[config.mk]
export PLATFORM = sky130hd
export DESIGN_NAME = rom_sprite_walker_flat
export DESIGN_NICKNAME = d
export VERILOG_FILES = /design/src/rtl/rom_sprite_walker_if.sv /design/src/rtl/rom_sprite_walker.sv /design/src/flat_wrapper.sv
export SDC_FILE = /design/constraint.sdc
export NUM_CORES = 1
export LEC_CHECK = 0
export BUFFER_PORTS_ARGS = -buffer_cell sky130_fd_sc_hd__buf_2
export CELL_PAD_IN_SITES_DETAIL_PLACEMENT = 0
export CELL_PAD_IN_SITES_GLOBAL_PLACEMENT = 1
export CORE_MARGIN = 4
export CORE_UTILIZATION = 45
export CTS_BUF_LIST = sky130_fd_sc_hd__clkbuf_8
export CTS_CLUSTER_SIZE = 16
export DETAILED_ROUTE_END_ITERATION = 16
export GPL_TIMING_DRIVEN = 0
export HOLD_SLACK_MARGIN = 0.06
export PLACE_DENSITY = 0.9
export SETUP_SLACK_MARGIN = 0.2
export SYNTH_ARGS = -nofsm -noshare
export SYNTH_HDL_FRONTEND = slang
export SYNTH_SLANG_ARGS = --single-unit
[constraint.sdc]
create_clock -name clk -period 8.5 [get_ports clk]
set_clock_uncertainty 0.05 [all_clocks]
set_input_delay 0.85 -clock clk [delete_from_list [all_inputs] [get_ports clk]]
set_output_delay 0.85 -clock clk [all_outputs]
set_load 0.01 [all_outputs]
[src/rtl/rom_sprite_walker_if.sv]
`default_nettype none
// ============================================================================
// Module      : rom_sprite_walker_if
// Description : Point stream from the sprite walker to the vector drawer.
//               master = walker (drives the point), slave = drawer (ready).
//   pt_valid  point valid           pt_ready  drawer accepts the point
//   pt_x/y    translated coordinate pt_pen    1 = draw, 0 = move beam
//   pt_clip   point clamped to edge pt_last   final point of the image
// Revision    : 1.0 - initial release
// ============================================================================
interface rom_sprite_walker_if #(
    parameter int COORD_W = 8
);
    logic               pt_valid;
    logic               pt_ready;
    logic [COORD_W-1:0] pt_x;
    logic [COORD_W-1:0] pt_y;
    logic               pt_pen;
    logic               pt_clip;
    logic               pt_last;

    modport master (
        output pt_valid, pt_x, pt_y, pt_pen, pt_clip, pt_last,
        input  pt_ready
    );

    modport slave (
        input  pt_valid, pt_x, pt_y, pt_pen, pt_clip, pt_last,
        output pt_ready
    );
endinterface
`default_nettype wire

[src/rtl/rom_sprite_walker.sv]
`default_nettype none
// ============================================================================
// Module      : rom_sprite_walker
// Description : Walks the vector-image ROM one word per point, translates
//               each point so the image mid-point lands on the requested
//               screen position, clamps it to the screen and hands it to
//               the vector drawer with pen state.
//   clk, rst_n      clock, asynchronous active-low reset
//   start           request pulse (sampled only when idle)
//   img_adr         image start address in ROM
//   pos_x/pos_y     screen position of the image mid-point
//   mid_x/mid_y     image mid-point
//   busy/done/err   walk in progress / walk finished / point guard tripped
//   rom_adr         ROM read address
//   rom_data        ROM word one cycle after rom_adr:
//                   [17] last, [16] pen, [15:8] x, [7:0] y
//   pt              point stream to the drawer (master side)
// Revision    : 1.0 - initial release
// ============================================================================
module rom_sprite_walker #(
    parameter int ADR_W      = 10,
    parameter int COORD_W    = 8,
    parameter int MAX_POINTS = 64
) (
    input  wire logic               clk,
    input  wire logic               rst_n,
    input  wire logic               start,
    input  wire logic [ADR_W-1:0]   img_adr,
    input  wire logic [COORD_W-1:0] pos_x,
    input  wire logic [COORD_W-1:0] pos_y,
    input  wire logic [COORD_W-1:0] mid_x,
    input  wire logic [COORD_W-1:0] mid_y,
    output logic                    busy,
    output logic                    done,
    output logic                    err,
    output logic [ADR_W-1:0]        rom_adr,
    input  wire logic [17:0]        rom_data,
    rom_sprite_walker_if.master     pt
);

    localparam int c_CNT_W = (MAX_POINTS > 2) ? $clog2(MAX_POINTS) : 1;
    localparam logic [c_CNT_W-1:0] c_CNT_LAST = c_CNT_W'(MAX_POINTS - 1);

    localparam logic [1:0] c_S_IDLE  = 2'd0;
    localparam logic [1:0] c_S_FETCH = 2'd1;
    localparam logic [1:0] c_S_WAIT  = 2'd2;
    localparam logic [1:0] c_S_EMIT  = 2'd3;

    logic [1:0]         r_state;
    logic [c_CNT_W-1:0] r_cnt;
    logic [COORD_W-1:0] r_pos_x, r_pos_y, r_mid_x, r_mid_y;
    logic               r_pt_valid, r_pt_pen, r_pt_clip, r_pt_last;
    logic [COORD_W-1:0] r_pt_x, r_pt_y;
    logic [COORD_W:0]   w_tx, w_ty;   // {clip, coordinate}

    // pos + coord - mid evaluated two bits wider than the screen so that the
    // top bit is the sign (below 0) and the next one flags overflow (> max).
    function automatic logic [COORD_W:0] f_xlate(
        input logic [COORD_W-1:0] p,
        input logic [7:0]         c,
        input logic [COORD_W-1:0] m
    );
        logic [COORD_W+1:0] t;
        t = {2'b00, p} + {{(COORD_W-6){1'b0}}, c} - {2'b00, m};
        if (t[COORD_W+1])
            f_xlate = {1'b1, {COORD_W{1'b0}}};
        else if (t[COORD_W])
            f_xlate = {1'b1, {COORD_W{1'b1}}};
        else
            f_xlate = {1'b0, t[COORD_W-1:0]};
    endfunction

    always_comb begin
        w_tx = f_xlate(r_pos_x, rom_data[15:8], r_mid_x);
        w_ty = f_xlate(r_pos_y, rom_data[7:0],  r_mid_y);
    end

    always_ff @(posedge clk or negedge rst_n) begin
        if (!rst_n) begin
            r_state    <= c_S_IDLE;
            r_cnt      <= '0;
            r_pos_x    <= '0;
            r_pos_y    <= '0;
            r_mid_x    <= '0;
            r_mid_y    <= '0;
            busy       <= 1'b0;
            done       <= 1'b0;
            err        <= 1'b0;
            rom_adr    <= '0;
            r_pt_valid <= 1'b0;
            r_pt_x     <= '0;
            r_pt_y     <= '0;
            r_pt_pen   <= 1'b0;
            r_pt_clip  <= 1'b0;
            r_pt_last  <= 1'b0;
        end else begin
            done <= 1'b0;
            err  <= 1'b0;
            case (r_state)
                c_S_IDLE: begin
                    if (start) begin
                        r_pos_x <= pos_x;
                        r_pos_y <= pos_y;
                        r_mid_x <= mid_x;
                        r_mid_y <= mid_y;
                        rom_adr <= img_adr;
                        r_cnt   <= '0;
                        busy    <= 1'b1;
                        r_state <= c_S_FETCH;
                    end
                end
                c_S_FETCH: begin
                    r_state <= c_S_WAIT;
                end
                c_S_WAIT: begin
                    r_pt_x     <= w_tx[COORD_W-1:0];
                    r_pt_y     <= w_ty[COORD_W-1:0];
                    r_pt_clip  <= w_tx[COORD_W] | w_ty[COORD_W];
                    r_pt_pen   <= rom_data[16];
                    r_pt_last  <= rom_data[17];
                    r_pt_valid <= 1'b1;
                    r_state    <= c_S_EMIT;
                end
                c_S_EMIT: begin
                    if (pt.pt_ready) begin
                        r_pt_valid <= 1'b0;
                        // A real last flag wins over the guard on the same point.
                        if (r_pt_last || (r_cnt == c_CNT_LAST)) begin
                            done    <= 1'b1;
                            err     <= ~r_pt_last;
                            busy    <= 1'b0;
                            r_state <= c_S_IDLE;
                        end else begin
                            r_cnt   <= r_cnt + 1'b1;
                            rom_adr <= rom_adr + 1'b1;
                            r_state <= c_S_FETCH;
                        end
                    end
                end
                default: r_state <= c_S_IDLE;
            endcase
        end
    end

    assign pt.pt_valid = r_pt_valid;
    assign pt.pt_x     = r_pt_x;
    assign pt.pt_y     = r_pt_y;
    assign pt.pt_pen   = r_pt_pen;
    assign pt.pt_clip  = r_pt_clip;
    assign pt.pt_last  = r_pt_last;

endmodule
`default_nettype wire

[src/flat_wrapper.sv]
// flat-port wrapper written by rule: the top's interface ports become plain ports
module rom_sprite_walker_flat 
#(
    parameter int ADR_W      = 10,
    parameter int COORD_W    = 8,
    parameter int MAX_POINTS = 64
)
  (clk, rst_n, start, img_adr, pos_x, pos_y, mid_x, mid_y, busy, done, err, rom_adr, rom_data, pt_pt_valid, pt_pt_x, pt_pt_y, pt_pt_pen, pt_pt_clip, pt_pt_last, pt_pt_ready);
  rom_sprite_walker_if #(.COORD_W(COORD_W)) pt_i ();
  input  wire logic clk;
  input  wire logic rst_n;
  input  wire logic start;
  input  wire logic [ADR_W-1:0] img_adr;
  input  wire logic [COORD_W-1:0] pos_x;
  input  wire logic [COORD_W-1:0] pos_y;
  input  wire logic [COORD_W-1:0] mid_x;
  input  wire logic [COORD_W-1:0] mid_y;
  output logic busy;
  output logic done;
  output logic err;
  output logic [ADR_W-1:0] rom_adr;
  input  wire logic [17:0] rom_data;
  output wire logic [$bits(pt_i.pt_valid)-1:0] pt_pt_valid;
  output wire logic [$bits(pt_i.pt_x)-1:0] pt_pt_x;
  output wire logic [$bits(pt_i.pt_y)-1:0] pt_pt_y;
  output wire logic [$bits(pt_i.pt_pen)-1:0] pt_pt_pen;
  output wire logic [$bits(pt_i.pt_clip)-1:0] pt_pt_clip;
  output wire logic [$bits(pt_i.pt_last)-1:0] pt_pt_last;
  input wire logic [$bits(pt_i.pt_ready)-1:0] pt_pt_ready;
  assign pt_pt_valid = pt_i.pt_valid;
  assign pt_pt_x = pt_i.pt_x;
  assign pt_pt_y = pt_i.pt_y;
  assign pt_pt_pen = pt_i.pt_pen;
  assign pt_pt_clip = pt_i.pt_clip;
  assign pt_pt_last = pt_i.pt_last;
  assign pt_i.pt_ready = pt_pt_ready;
  rom_sprite_walker #(.ADR_W(ADR_W), .COORD_W(COORD_W), .MAX_POINTS(MAX_POINTS)) u_core (.clk(clk), .rst_n(rst_n), .start(start), .img_adr(img_adr), .pos_x(pos_x), .pos_y(pos_y), .mid_x(mid_x), .mid_y(mid_y), .busy(busy), .done(done), .err(err), .rom_adr(rom_adr), .rom_data(rom_data), .pt(pt_i));
endmodule
After elaboration in Yosys (flattened, before gate mapping):

Index checks and enable logic that the tools add are counted.
Widths: inputs -> output; s select.

* register bits: 73
* input bits: 64
* output and inout bits: 33
* word-level logic and storage cells: 69

* $add $sub $neg: 6
* eq/ne operators: 8
* mux-type cells: 28
* bitwise operators: 2
* reduce and logical (&&, ||, !) cells: 9

Operators by type and width (count)
* $mux 9: 4
* $mux 10: 3
* $pmux 10 s2: 1
* $sub 10x8->10: 2
* $add 8x8->9: 2
* $mux 6: 3
* $pmux 6 s2: 1
* $mux 1: 11
* $add 10x1->10 const B: 1
* $pmux 2 s4: 1
* $reduce_and 4->1: 2
* $add 6x1->6 const B: 1
* $eq 6x6->1 const B: 1
* $ne 2x2->1 const B: 3
* $reduce_and 2->1: 3
* $eq 2x2->1 const B: 2
* $mux 2: 2
* $pmux 1 s2: 2
* $reduce_bool 2->1: 2
* $eq 2x1->1 const B: 1
* $logic_not 2->1: 1
* $ne 2x1->1 const B: 1
* $logic_or 1x1->1: 1
* $not 1->1: 1
* $or 1x1->1: 1

Depth between registers and ports, before layout:

Gate-level depths: netlist (run 1).

* depth after elaboration: 5
* depth in mapped cells: 16
* depth with buffers taken out: 15

Worst setup path after synthesis (run 1):

No wires, ideal clock.

* path kind: in2reg
* start: in rom_data[9]
* end: reg u_core.r_pt_x[7], in the netlist u_core.pt.pt_x[7]
* setup time: 0.091 ns
* data arrival time: 3.505 ns
* required time: 8.359 ns
* slack: 4.855 ns
* cell stages on the path: 13
* buffers on the path: 0
* path through: ha_1 > a21o_1 > a21oi_1 > nor2b_1 > o21a_1 > o41ai_1 > xnor2_1 > ha_1 > inv_1 > a2111oi_0 > o41ai_4 > nand2b_1 > o221ai_1

* cells in the longest elaborated chain, start to end: 4

Ends and longest elaborated chain
* start, declared: line flat_wrapper.sv:22 `input wire logic [17:0] rom_data;`
* $add 8x8->9 (*): line rom_sprite_walker.sv:64 `t = {2'b00, p} + {{(COORD_W-6){1'b0}}, c} - {2'b00, m};`
* $sub 10x8->10 (*): line rom_sprite_walker.sv:64
* $mux 9: line rom_sprite_walker.sv:67 `else if (t[COORD_W])`
* $mux 9 (*): line rom_sprite_walker.sv:65 `if (t[COORD_W+1])`
* end signal, assigned: line rom_sprite_walker.sv:116 `r_pt_x <= w_tx[COORD_W-1:0];`
* end, declared: line rom_sprite_walker.sv:53 `logic [COORD_W-1:0] r_pt_x, r_pt_y;`

Mark *: on every way between the ends. The rest lies on a longest branch, timed or not.
A chain may end at the register's enable or synchronous reset.

Final worst setup path (run 1):

Ends and elaborated chain as after synthesis.

==> metrics.yaml, run 1 <==
detailed_routing:
  wirelength_mm: 10.0
  via_per_inst: 5.16
  drt-pass1-iter-count: 6
  first_iter_violations: 87
  drcViolationCount: 0
  final_antenna_net_count: 0
  num_vias: 3620
  wl_per_cell_um: 14.3
clocking:
  post_cts_resized: 0
  cts_hold_buf: 0
  ctsLongestPathBuffers: 2
  cts_buffers: 9
  htreeDepth: 3
  clock_tree.root_cell: "clkbuf_8"
  postCtsSetupBuffers: 0
  cts.reportedPaths.clkPinSlew_ns: 0.08
  cts_tree: "done"
  cts_sinks: 73
  clk_latency_ns: 0.35
floorplanning:
  die_area_um2: 11700
  die_h_um: 108
  core_region_area_um2: 9770
  placement_rows: 36
  initial_core_util: 0.463
  die_x_um: 108
  io_pins: 97
timing:
  finalSetupTns_ns: 0
  tightest_slew_ns: 0.875
  setup-violations-final: 0
  fin_crit_sh: 0.451
  rsz0062_at_grt: "no"
  min_period_ns: 3.83
  report.final.slew_viol_count: 0
  fmax_ghz: 0.261
  max_slew_margin: 0.402
  hold_viol_final: 0
layout:
  area.sequential_um2: 1830
  multi_input_area_um2: 2440
  final.fill_count: 933
  antennaDiodeCount: 0
  final_cell_area_um2: 5380
  layout-drive-gt1-share: 0.275
  area_growth_syn_to_layout_pct: 18.8
  final_nets: 670
place:
  dpl_cell_area_um2: 5200
  gp_congestion: 0.875
  portBuffers: 96
  dpl.hpwl_mm: 7.93
setup_path:
  crit_fanout: 10
  cp-end-kind: "register"
  crit_required_ns: 8.72
  ff2ff_path_depth: 13
  worstReg2RegEnd: "u_core.pt.pt_x[7]"
  timing.rr.start: "u_core.r_pos_x[1]"
  r2r_setup_slack_ns: 4.89
  cp_data_arrival_time_ns: 4.05
  crit_type: "in2reg"
  worstSetupStartpointType: "primary input"
outcome:
  status: "finished clean"
yosys:
  synth_top_area_frac: 0.404
  synthArstFlopShare: 1.00
  synth-seq-cells: 73
  synth.distinct_cells: 56
  synth_nets: 562
  yosysMostFrequentCell: "dfrtp_1"
  synth_area_leader_cell: "dfrtp_1"
  ys.flop_type: "dfrtp_1"
  ys_warn_count: 0
  synthCells: 456
  syn_avg_cell_area_um2: 9.93
  seq_area_frac_synth: 0.404
  synthTopCellsByCount: "dfrtp_1 (73), inv_1 (55), ha_1 (38)"
  syn_area_um2: 4530
  synth_edf_count: 0
  synth_area_leaders: "dfrtp_1 (40%), ha_1 (11%), mux2_2 (8.2%)"
worst_hold_path:
  hp-class: "in2async"
global_routing:
  grt_overflow_total: 0
  grt_pass1_wl_mm: 16.9
  grt_max_degree: 39
  gr-usage-all-layers: 0.183
  antenna_found_initial: 0
  grt_pass1_vias: 3697
flow_run:
  drv_cap: 0
## worst max-delay path, cell delays in order
cell and delay, ns:
buf_2 0.11, ha_1 0.28, a21o_1 0.16, a21oi_1 0.22
nor2b_1 0.08, o21a_1 0.19, o41ai_1 0.31, xnor2_1 0.12
ha_1 0.37, inv_1 0.08, a2111oi_0 0.70, o41ai_4 0.27
nand2b_1 0.21, o221ai_1 0.09
## through the flow
step,std cells,setup slack [ns],utilization,hold slack (ns)
4_1_cts,701,4.66,0.550,0.391
2_1_floorplan,456,4.85,-,0.429
5_1_grt,701,4.42,0.550,0.415
6_report,701,4.67,0.550,0.395
3_3_place_gp,685,4.46,0.529,0.423
3_5_place_dp,686,4.27,0.532,0.414
## worst max path at each step
stage                      startpoint                 to  slack, ns  cells after the start
after floorplan           rom_data[9]  u_core.pt.pt_x[7]       4.85                     13
after global placement    rom_data[9]  u_core.pt.pt_clip       4.46                     14
after detailed placement  rom_data[9]  u_core.pt.pt_clip       4.27                     14
after CTS                 rom_data[9]  u_core.pt.pt_x[7]       4.66                     14
after global routing      rom_data[9]  u_core.pt.pt_x[7]       4.42                     14
final                     rom_data[9]  u_core.pt.pt_x[7]       4.67                     14
## routing by layer
layer	track usage	part of all wire	wire length (µm)	vias to the layer above
li1	-	-	-	1825
met1	0.233	0.46	4560	1706
met2	0.308	0.48	4820	72
met3	0.0251	0.039	392	17
met4	0.0893	0.024	238	0
met5	0	0	0	-
## cell usage in the layout (no fill, tap or decap), types with 2 or more instances in the layout
| master | count |
|---|---|
| nand2_1 | 21 |
| buf_2 | 97 |
| ha_1 | 38 |
| o22ai_1 | 24 |
| o2bb2ai_1 | 3 |
| o41ai_1 | 3 |
| inv_1 | 56 |
| and3_1 | 5 |
| nor3_1 | 5 |
| nand2b_1 | 3 |
| a21oi_1 | 30 |
| clkbuf_8 | 12 |
| nand4_1 | 6 |
| xnor2_1 | 17 |
| a21o_1 | 7 |
| o21bai_1 | 2 |
| mux2_2 | 33 |
| buf_1 | 3 |
| clkbuf_1 | 6 |
| nor2_1 | 34 |
| mux2i_1 | 6 |
| a31oi_1 | 3 |
| o211ai_1 | 2 |
| o21ai_0 | 16 |
| dfrtp_1 | 73 |
| nand3_1 | 8 |
| xor2_1 | 8 |
| fa_1 | 4 |
| or3_1 | 2 |
| nor2b_1 | 6 |
| o21a_1 | 5 |
## sequential cells by signal (all words and copies together), names as in the netlist
name and cells:
u_core.r_mid_x 8, u_core.pt.pt_last 1, u_core.rom_adr 10, u_core.pt.pt_valid 1, u_core.pt.pt_pen 1, u_core.err 1, u_core.r_state 2, u_core.done 1
u_core.pt.pt_y 8, u_core.busy 1, u_core.pt.pt_clip 1, u_core.r_cnt 6, u_core.r_pos_x 8, u_core.r_mid_y 8, u_core.pt.pt_x 8, u_core.r_pos_y 8
## layout make-up
cell class	count	share of cell area
buffer	12	0.0102
multi-input combinational	316	0.453
tap	133	0.0309
sequential	73	0.340
clock buffer	12	0.0307
clock inverter	3	0.00302
inverter	55	0.0384
timing repair buffer	97	0.0935
## cell families (layout without fill, tap and decap cells)
family | after synthesis | count (layout) | synth area share
flops | 73 | 73 | 0.404
fa+ha+maj | 42 | 42 | 0.123
simple gates | 98 | 98 | 0.105
buf+inv | 67 | 179 | 0.0578
mux | 39 | 39 | 0.0954
xor+xnor | 25 | 25 | 0.0484
compound gates | 112 | 112 | 0.167
Power of run 1 is left out: the tool's default activity adds up to more than one toggle a clock period on the data nets, which glitch-free logic cannot reach.
==> inputs of run 2 (changes only) <==
CORE_UTILIZATION = 43   (was 45)
PLACE_DENSITY = 0.87   (was 0.9)
clock period = 4 ns   (was 8.5 ns; I/O delays follow)
==> metrics.yaml, run 2 (synthesized netlist as in run 1, its figures left out) <==
flow_run:
  drv_cap: 0
floorplanning:
  die_h_um: 111
  die_area_um2: 12200
  placement_rows: 37
  core_region_area_um2: 10300
  io_pins: 97
  die_x_um: 111
  initial_core_util: 0.440
worst_hold_path:
  hold_depth: 3
  hp-start: "rom_data[17]"
  hp-class: "in2reg"
setup_path:
  r2r_setup_slack_ns: 0.47
  timing.rr.start: "u_core.r_pos_x[1]"
  cp_data_arrival_time_ns: 3.74
  critPathLaunch: "u_core.r_pos_x[1]"
  cp-end-kind: "register"
  crit_fanout: 10
  crit_required_ns: 4.21
  cp-endpoint: "u_core.pt.pt_x[7]"
  ff2ff_path_depth: 13
  worstReg2RegEnd: "u_core.pt.pt_x[7]"
  crit_type: "reg2reg"
  worstSetupStartpointType: "register"
layout:
  area.sequential_um2: 1830
  layout-drive-gt1-share: 0.275
  final_cell_mix: "buf_2 (97), dfrtp_1 (73), inv_1 (56)"
  top_register: "u_core.rom_adr"
  fin_cells: 706
  multi_input_area_um2: 2440
  final_cell_area_um2: 5420
  largest_register_ffs: 10
  final_common_cell: "buf_2"
  antennaDiodeCount: 0
  final.fill_count: 993
  area_growth_syn_to_layout_pct: 19.8
  final_nets: 671
detailed_routing:
  wirelength_mm: 10.2
  via_per_inst: 5.22
  drcViolationCount: 0
  num_vias: 3686
  final_antenna_net_count: 0
  first_iter_violations: 157
  wl_per_cell_um: 14.4
  drt-pass1-iter-count: 4
timing:
  tightest_slew_ns: 0.783
  hold_ws_ns: 0.217
  rsz0062_at_grt: "no"
  min_period_ns: 3.53
  report.final.slew_viol_count: 0
  finalSetupTns_ns: 0
  fmax_ghz: 0.283
  fin_crit_sh: 0.882
  setup-violations-final: 0
  max_slew_margin: 0.465
  hold_viol_final: 0
place:
  dpl_cell_area_um2: 5210
  placedCellCount: 689
  gp_congestion: 0.810
  dpl.hpwl_mm: 7.96
  portBuffers: 96
clocking:
  clk_latency_ns: 0.35
  post_cts_resized: 0
  cts.reportedPaths.clkPinSlew_ns: 0.08
  htreeDepth: 3
  ctsLongestPathBuffers: 2
  cts_hold_buf: 1
  cts_tree: "done"
  clock_tree.root_cell: "clkbuf_8"
  cts_buffers: 9
  cts_sinks: 73
  postCtsSetupBuffers: 0
global_routing:
  gr-usage-all-layers: 0.175
  grt_max_degree: 50
  antenna_found_initial: 0
  grt_pass1_vias: 3791
  grt_pass1_wl_mm: 17.8
  grt_overflow_total: 0
outcome:
  status: "finished clean"
run 2: cell count changes in the layout (fill, tap and decap cells not counted), sizes merged:
cell	previous run	this run
clkbuf	18	16
bufinv	0	1
clkinv	1	2
dlygate4sd3	0	1
inv	56	57
run 2: final cells by class:
type                       count  share of cell area
sequential                    73               0.337
timing repair buffer          98              0.0960
buffer                        12              0.0102
multi-input combinational    316               0.450
clock buffer                  10              0.0254
tap                          136              0.0314
clock inverter                 6              0.0125
inverter                      55              0.0381
run 2: per-stage QoR:
stage               setup WS (ns)   util
floorplan                   0.805      -
global placement            0.425  0.504
finish                      0.472  0.528
global route                0.248  0.528
detailed placement          0.352  0.507
CTS                         0.452  0.528
run 2: how the worst min path moves through the flow:
| stage | endpoint |
|---|---|
| final | u_core.pt.pt_last |
| after floorplan | u_core.busy |
| after detailed placement | u_core.r_mid_x[7] |
| after CTS | u_core.pt.pt_last |
| after global placement | u_core.err |
| after global routing | u_core.r_mid_y[7] |
run 2: critical path, cell delays in order, from the launching register on:
cell       delay, ns
dfrtp_1         0.40
ha_1            0.28
a21o_1          0.16
a21oi_1         0.21
nor2b_1         0.07
o21a_1          0.19
o41ai_1         0.35
xnor2_1         0.12
ha_1            0.36
inv_1           0.06
a2111oi_0       0.62
o41ai_4         0.27
nand2b_1        0.20
o221ai_1        0.09
run 2: routing by layer:
metal	wire length, µm	global-route usage	vias up
li1	-	-	1832
met1	4740	0.231	1759
met2	4890	0.286	80
met3	368	0.0362	15
met4	151	0.0599	0
met5	0	0	-
Power of run 2 is left out for the same reason.
==> inputs of run 3 (changes only) <==
==> constraint.sdc (replaced) <==
create_clock -name clk -period 4 [get_ports clk]
set_clock_uncertainty 0.05 [all_clocks]
set_input_delay 0.8 -clock clk [delete_from_list [all_inputs] [get_ports clk]]
set_output_delay 0.8 -clock clk [all_outputs]
set_load 0.01 [all_outputs]
==> metrics.yaml, run 3 (synthesized netlist as in run 1, its figures left out) <==
outcome:
  status: "finished clean"
setup_path:
  critPathLaunch: "rom_data[9]"
  crit_path_max_incr_delay_ns: 0.60
  worstPathCellList: "buf_2, ha_1, a21o_1, a21oi_1, nor2b_1, o21a_1, o41ai_1, xnor2_1, ha_1, inv_1, o21ai_0, o41ai_4, nand2b_1, o221ai_1"
  ff2ff_path_depth: 13
  worstSetupStartpointType: "primary input"
  slowest_stage: "o41ai_4"
  crit_buf_inv: 2
  path_common_cell: "ha_1"
  cp_top_family: "compound AO/OA/AOI/OAI gates"
  worstSetupPathDepth: 14
  cp-end-kind: "register"
  cp_data_arrival_time_ns: 3.78
  crit_required_ns: 4.15
  cp-endpoint: "u_core.pt.pt_x[7]"
  worstReg2RegEnd: "u_core.pt.pt_x[7]"
  r2r_setup_slack_ns: 0.54
  crit_fanout: 10
  crit_type: "in2reg"
  timing.rr.start: "u_core.r_pos_x[1]"
global_routing:
  antenna_found_initial: 0
  grt_pass1_wl_mm: 17.7
  gr-usage-all-layers: 0.175
  grt_pass1_vias: 3783
  grt_overflow_total: 0
  grt_max_degree: 50
timing:
  report.final.slew_viol_count: 0
  max_slew_margin: 0.481
  min_period_ns: 3.63
  tightest_slew_ns: 0.779
  rsz0062_at_grt: "yes"
  hold_ws_ns: 0.302
  setup-violations-final: 0
  hold_viol_final: 0
  fin_crit_sh: 0.907
  setup_ws_ns: 0.372
  fmax_ghz: 0.276
clocking:
  postCtsSetupBuffers: 0
  htreeDepth: 3
  cts_buffers: 9
  clk_latency_ns: 0.35
  cts_sinks: 73
  ctsLongestPathBuffers: 2
  cts_tree: "done"
  clock_tree.root_cell: "clkbuf_8"
  cts.reportedPaths.clkPinSlew_ns: 0.08
place:
  dpl_worst_slack_ns: -0.0480
  portBuffers: 96
  dpl.hpwl_mm: 7.96
  placedCellCount: 689
  gp_congestion: 0.810
floorplanning:
  initial_core_util: 0.440
  core_region_area_um2: 10300
  io_pins: 97
  die_h_um: 111
  die_area_um2: 12200
  placement_rows: 37
  die_x_um: 111
detailed_routing:
  final_antenna_net_count: 0
  wirelength_mm: 10.2
  via_per_inst: 5.22
  num_vias: 3676
  first_iter_violations: 119
  drcViolationCount: 0
  wl_per_cell_um: 14.4
  drt-pass1-iter-count: 4
layout:
  top_register: "u_core.rom_adr"
  largest_register_ffs: 10
  area.sequential_um2: 1830
  layout-drive-gt1-share: 0.278
  multi_input_area_um2: 2450
  antennaDiodeCount: 0
  final_nets: 669
  utilization: 0.527
  final_common_cell: "buf_2"
  area_growth_syn_to_layout_pct: 19.7
  final_cell_mix: "buf_2 (97), dfrtp_1 (73), inv_1 (56)"
  fin_cells: 704
  final.fill_count: 992
flow_run:
  drv_cap: 0
worst_hold_path:
  hp-class: "in2async"
-- run 3: worst min-delay path by stage --
stage	startpoint	end	cells after the start
final	rst_n	u_core.r_mid_x[7]	1
after global routing	rst_n	u_core.r_mid_x[7]	1
after CTS	rst_n	u_core.r_mid_x[7]	1
after detailed placement	u_core.pt.pt_last	u_core.err	1
after global placement	u_core.pt.pt_last	u_core.err	1
after floorplan	u_core.r_state[0]	u_core.r_state[0]	1
-- run 3: timing repair --
item | in CTS | in global routing
gates resized for setup | 0 | 2
endpoints found under the setup margin | 0 | 13
hold endpoints to repair | 0 | 0
hold buffers | 0 | 0
-- run 3: area by class of cell --
class	count	share of cell area
clock inverters	6	0.0125
clock buffers	10	0.0254
plain buffers	11	0.00947
repair buffers	97	0.0942
inverters	55	0.0381
multi-input cells	316	0.452
well taps	136	0.0314
flip-flops and latches	73	0.337
-- run 3: worst register-to-register path: cells and delay by family, from the launching register on --
family          cells  cell delay [ns]
buf+inv             1             0.09
fa+ha+maj           2             0.58
simple gates        2             0.25
compound gates      7             1.77
flops               1             0.40
xor+xnor            1             0.17
-- run 3: layer usage --
metal  global-route usage  up-vias  wire length, µm
li1                     -     1825                -
met1                0.231     1762             4750
met2                0.286       76             4910
met3               0.0362       13              364
met4               0.0599        0              144
met5                    0        -                0
-- run 3: metrics by stage --
step / instance area [µm²] / setup TNS, ns
after floorplan: 4530 / 0
after global placement: 5180 / 0
after detailed placement: 5210 / -0.110
after CTS: 5410 / 0
after global routing: 5420 / 0
final: 5420 / 0
Power of run 3 is left out for the same reason.
